File: config.mk
export PLATFORM = sky130hd
export DESIGN_NAME = regwr_arbiter
export DESIGN_NICKNAME = d
export VERILOG_FILES = /design/src/rtl/regwr_arb_pkg.sv /design/src/rtl/regwr_arbiter_rr_pick3.sv /design/src/rtl/regwr_arbiter.sv
export SDC_FILE = /design/constraint.sdc
export NUM_CORES = 1
export LEC_CHECK = 0
export CAP_MARGIN = 15
export CORE_MARGIN = 3
export CORE_UTILIZATION = 23
export CTS_BUF_LIST = sky130_fd_sc_hd__clkbuf_16
export DETAILED_ROUTE_END_ITERATION = 12
export DONT_BUFFER_PORTS = 1
export PLACE_DENSITY = 0.39
export SYNTH_ARGS = -nofsm -noshare
export SYNTH_HDL_FRONTEND = slang
export SYNTH_SLANG_ARGS = --single-unit
File: constraint.sdc
create_clock -name clk -period 6.3 [get_ports clk]
set_clock_uncertainty 0.1 [all_clocks]
set_input_delay 0.945 -clock clk [delete_from_list [all_inputs] [get_ports clk]]
set_output_delay 0.945 -clock clk [all_outputs]
set_load 0.01 [all_outputs]
File: src/rtl/regwr_arb_pkg.sv
// rtl/regwr_arb_pkg.sv - shared ids, constants and state type for the register write-port arbiter
package regwr_arb_pkg;

  localparam int NUM_REQ = 3;

  localparam logic [1:0] REQ_CORE = 2'd0;
  localparam logic [1:0] REQ_I2C  = 2'd1;
  localparam logic [1:0] REQ_HOST = 2'd2;

  localparam logic [3:0] REG_ZERO_ADDR = 4'd0;

  typedef enum logic {ARB_IDLE, ARB_LOCKED} arb_state_t;

  // Id 3 never names a requester, so it folds onto 0.
  function automatic logic [1:0] next_id(input logic [1:0] id);
    case (id)
      2'd0:    return 2'd1;
      2'd1:    return 2'd2;
      default: return 2'd0;
    endcase
  endfunction

endpackage

File: src/rtl/regwr_arbiter_rr_pick3.sv
// rtl/regwr_arbiter_rr_pick3.sv - combinational rotating-priority picker over three requesters
module rr_pick3
  import regwr_arb_pkg::*;
(
  input  logic [2:0] valid,
  input  logic [1:0] ptr,
  output logic [2:0] grant,
  output logic [1:0] grant_id
);

  logic [1:0] first_id;
  logic [1:0] second_id;
  logic [1:0] third_id;

  always_comb begin
    first_id  = (ptr == 2'd3) ? REQ_CORE : ptr;
    second_id = next_id(first_id);
    third_id  = next_id(second_id);
    grant     = '0;
    grant_id  = REQ_CORE;
    if (valid[first_id]) begin
      grant_id = first_id;
    end else if (valid[second_id]) begin
      grant_id = second_id;
    end else if (valid[third_id]) begin
      grant_id = third_id;
    end
    if (|valid) begin
      grant = 3'b001 << grant_id;
    end
  end

endmodule

File: src/rtl/regwr_arbiter.sv
// rtl/regwr_arbiter.sv - register-file write-port arbiter, round-robin with burst lock and lock timeout
// Optional REGWR_ARB_CORE_PRIO_EN: core requester wins outright in IDLE, 1/2 round-robin.
module regwr_arbiter
  import regwr_arb_pkg::*;
#(
  parameter int LOCK_TIMEOUT = 15
) (
  input  logic                   clk,
  input  logic                   rst,
  input  logic [NUM_REQ-1:0]     req_valid,
  input  logic [NUM_REQ-1:0]     req_lock,
  input  logic [4*NUM_REQ-1:0]   req_addr,
  input  logic [16*NUM_REQ-1:0]  req_data,
  output logic [NUM_REQ-1:0]     req_ready,
  output logic                   write_en,
  output logic [3:0]             wr_addr,
  output logic [15:0]            wr_data,
  output logic [1:0]             grant_id,
  output logic                   locked,
  output logic                   lock_timeout
);

  localparam logic [7:0] TIMEOUT_LAST = 8'(LOCK_TIMEOUT - 1);

  arb_state_t state, state_nxt;
  logic [1:0] owner, owner_nxt;
  logic [1:0] rr_ptr, rr_nxt;
  logic [7:0] idle_cnt, cnt_nxt;
  logic [2:0] pick_valid, pick_grant;
  logic [1:0] pick_id, win_id;
  logic       xfer, timeout_nxt;
  logic [3:0] win_addr;
  logic [15:0] win_data;

  function automatic logic [1:0] rr_after(input logic [1:0] id);
`ifdef REGWR_ARB_CORE_PRIO_EN
    return (id == REQ_I2C) ? REQ_HOST : REQ_I2C;
`else
    return next_id(id);
`endif
  endfunction

`ifdef REGWR_ARB_CORE_PRIO_EN
  assign pick_valid = {req_valid[2:1], 1'b0};
`else
  assign pick_valid = req_valid;
`endif

  rr_pick3 u_pick (
    .valid    (pick_valid),
    .ptr      (rr_ptr),
    .grant    (pick_grant),
    .grant_id (pick_id)
  );

  always_comb begin
    state_nxt   = state;
    owner_nxt   = owner;
    rr_nxt      = rr_ptr;
    cnt_nxt     = idle_cnt;
    req_ready   = '0;
    xfer        = 1'b0;
    win_id      = owner;
    timeout_nxt = 1'b0;
    case (state)
      ARB_IDLE: begin
`ifdef REGWR_ARB_CORE_PRIO_EN
        if (req_valid[0]) begin
          win_id    = REQ_CORE;
          req_ready = 3'b001;
        end else begin
          win_id    = pick_id;
          req_ready = pick_grant;
        end
        xfer = |req_ready;
        if (xfer && win_id != REQ_CORE) begin
          rr_nxt = rr_after(win_id);
        end
`else
        win_id    = pick_id;
        req_ready = pick_grant;
        xfer      = |req_ready;
        if (xfer) begin
          rr_nxt = rr_after(win_id);
        end
`endif
        if (xfer && req_lock[win_id]) begin
          state_nxt = ARB_LOCKED;
          owner_nxt = win_id;
          cnt_nxt   = '0;
        end
      end
      ARB_LOCKED: begin
        if (req_valid[owner]) begin
          req_ready = 3'b001 << owner;
          xfer      = 1'b1;
          cnt_nxt   = '0;
          if (!req_lock[owner]) begin
            state_nxt = ARB_IDLE;
            rr_nxt    = rr_after(owner);
          end
        end else if (idle_cnt >= TIMEOUT_LAST) begin
          // Owner went quiet too long; reclaim the port without issuing a write.
          state_nxt   = ARB_IDLE;
          timeout_nxt = 1'b1;
          cnt_nxt     = '0;
          rr_nxt      = rr_after(owner);
        end else begin
          cnt_nxt = idle_cnt + 8'd1;
        end
      end
      default: state_nxt = ARB_IDLE;
    endcase
    if (rst) begin
      req_ready = '0;
    end
  end

  always_comb begin
    case (win_id)
      2'd1: begin
        win_addr = req_addr[7:4];
        win_data = req_data[31:16];
      end
      2'd2: begin
        win_addr = req_addr[11:8];
        win_data = req_data[47:32];
      end
      default: begin
        win_addr = req_addr[3:0];
        win_data = req_data[15:0];
      end
    endcase
  end

  always_ff @(posedge clk or posedge rst) begin
    if (rst) begin
      state        <= ARB_IDLE;
      owner        <= REQ_CORE;
      rr_ptr       <= '0;
      idle_cnt     <= '0;
      write_en     <= 1'b0;
      wr_addr      <= '0;
      wr_data      <= '0;
      grant_id     <= '0;
      lock_timeout <= 1'b0;
    end else begin
      state        <= state_nxt;
      owner        <= owner_nxt;
      rr_ptr       <= rr_nxt;
      idle_cnt     <= cnt_nxt;
      lock_timeout <= timeout_nxt;
      // Address 0 is hard-wired zero: handshake completes but nothing is written.
      write_en     <= xfer && (win_addr != REG_ZERO_ADDR);
      if (xfer) begin
        wr_addr  <= win_addr;
        wr_data  <= win_data;
        grant_id <= win_id;
      end
    end
  end

  assign locked = (state == ARB_LOCKED);

endmodule

==> flow_summary.toml <==
[drt]
wire_per_inst_um = 16.2
via_per_inst = 4.77
ant_nets = 0
wl_um = 6010
vias = 1773
drc = 0
drt_iter0_markers = 110
drtPass1Iterations = 6

[clock_tree]
clockRootBuffer = "clkbuf_16"
post_cts_buffers = 0
hold_buffers = 0
path_clk_slew_ns = 0.06
cts_sinks = 37
tritoncts = "yes"
cts_made_buffers = 5
cts_htree_levels = 2
insertion_delay_ns = 0.28
clk_path_buf_depth = 2
cts_resized = 0

[setup_path]
start_kind = "register"
cp-end-kind = "register"
arrival_ns = 3.39
critPathKind = "reg -> reg"
cp_max_fo = 20
required_ns = 6.38

[logic_synthesis]
synth_flop_cell = "dfrtp_1"
synthArstFlopShare_pct = 100
syn_area_mm2 = 0.00219
syn_nets = 329
synth_edf_count = 0
ys_ff_latch = 37
yosysUniqueCellTypes = 42
ys_warn_count = 0
synth_most_common_cell = "dfrtp_1"
synthTopCellsByArea = "dfrtp_1, a22oi_1, a21oi_1"
synth_top_area_share_pct = 42.3
ys_top_cells_by_count = "dfrtp_1, nor2_1, nand2_1"
syn_inst = 254
yosys.area.top_type = "dfrtp_1"
ys_seq_area_share_pct = 42.3
avgSynthCellArea_um2 = 8.61

[finish]
antenna_cells = 0
num-nets-final = 321
area_growth_pct = 11.5
stdcell_count = 372
utilization_pct = 27.2
final_area_mm2 = 0.00244
fillers = 1001
drive_gt1_share_pct = 8.94

[placement]
place_hpwl_um = 4580
dpl_cell_area_mm2 = 0.00229
place_ws_ns = 2.66
placed_cells = 364
io_buffer_count = 0
gp_congestion = 0.770

[floorplanning]
core_mm2 = 0.00898
initial_utilization_pct = 24.4
rows = 34
floorplan.die.height_um = 104
dieArea_mm2 = 0.0107
ios = 96
die_x_um = 104

[timing]
relSlewSlack_pct = 38.4
tightest_slew_ns = 0.920
whs_ns = 0.405
setup_violations = 0
rsz0062_at_grt = "false"
maxSlewViolCount = 0
hold_violations = 0
post-route-period-util_pct = 52.5
clock.fmax_ghz = 0.303
post-route-min-period_ns = 3.31
final.setup.tns_ns = 0
layout_setup_ws_ns = 2.99

[power]
power_mw = 1.45
p_leak_nw = 0.977
powerDensity_mw_per_mm2 = 594
ir_drop_uv = 147

[global_routing]
grt_pass1_wl_um = 9760
grt_overflow = 0
antenna_found_initial = 0
grt_max_degree = 45
grt_pass1_vias = 1775
grt_use_total_pct = 11.3

[outcome]
outcome = "finished clean"

[run]
drv_cap = 0

[hold_path]
min_path_type = "reg -> reg"
-- worst max-delay path, cell delays in order, from the launching register on --
cell and delay [ns]:
dfrtp_1 0.37, inv_1 0.06, ha_1 0.33, nor2b_1 0.24, o311ai_4 0.13, or2_2 0.31
o21ai_0 0.26, ha_1 0.69, a22oi_1 0.24, nor2_1 0.13, a21oi_1 0.07, a41oi_1 0.27
-- logic make-up after synthesis --
group,after synthesis,share of synthesized area [%]
flops,37,42.3
buf+inv,27,5.03
fa+ha+maj,7,4.00
mux,5,2.92
compound gates,99,30.0
simple gates,79,15.7
-- state kept, by name, summed over array words and instances, names as in the netlist --
signal,flops
wr_data,16
locked,1
idle_cnt,8
rr_ptr,2
wr_addr,4
lock_timeout,1
owner,2
grant_id,2
write_en,1
-- routing by layer --
metal / vias to the layer above / wire [um] / track usage, %
met4: 0 / 83 / 3.70
met5: - / 0 / 0
met3: 9 / 478 / 4.42
met2: 58 / 2780 / 17.1
li1: 895 / - / -
met1: 811 / 2670 / 14.9
-- cell type report --
| cell class | instances | area (um^2) | share of cell area, % |
|---|---|---|---|
| Sequential cell | 37 | 926 | 38.0 |
| Timing Repair Buffer | 2 | 22.5 | 0.924 |
| Multi-Input combinational cell | 190 | 1160 | 47.7 |
| Tap cell | 126 | 158 | 6.46 |
| Clock buffer | 5 | 125 | 5.13 |
| Clock inverter | 2 | 7.51 | 0.308 |
| Inverter | 10 | 37.5 | 1.54 |
-- cell usage in the layout, fill, tap and decap left out, types with 3 or more instances in the layout --
| cell type | count |
|---|---|
| nand2_1 | 28 |
| clkbuf_16 | 5 |
| a31oi_1 | 3 |
| o21ai_0 | 25 |
| nand3_1 | 3 |
| dfrtp_1 | 37 |
| nor2b_1 | 5 |
| ha_1 | 7 |
| a22oi_1 | 22 |
| inv_1 | 11 |
| a21oi_1 | 26 |
| nor2_1 | 31 |
-- power by group --
part | switching [mW] | internal [mW]
sequential | 0.136 | 0.336
clock | 0.0895 | 0.141
combinational | 0.467 | 0.280
total | 0.692 | 0.757
-- path summary, 6_finish.rpt --
path	startpoint	end	slack, ns	cells past startpoint
setup / recovery	rr_ptr[0]$_DFFE_PP0P_	write_en$_DFF_PP0_	2.99	11
hold / removal	idle_cnt[5]$_DFFE_PP0P_	idle_cnt[5]$_DFFE_PP0P_	0.40	1
setup reg to reg	rr_ptr[0]$_DFFE_PP0P_	write_en$_DFF_PP0_	2.99	11
hold reg to reg	idle_cnt[5]$_DFFE_PP0P_	idle_cnt[5]$_DFFE_PP0P_	0.40	1
max in group asynchronous	rst	wr_data[3]$_DFFE_PP0P_	5.11	2
min in group asynchronous	rst	rr_ptr[0]$_DFFE_PP0P_	0.63	2
No activity file was read; power rests on OpenSTA's default activity.
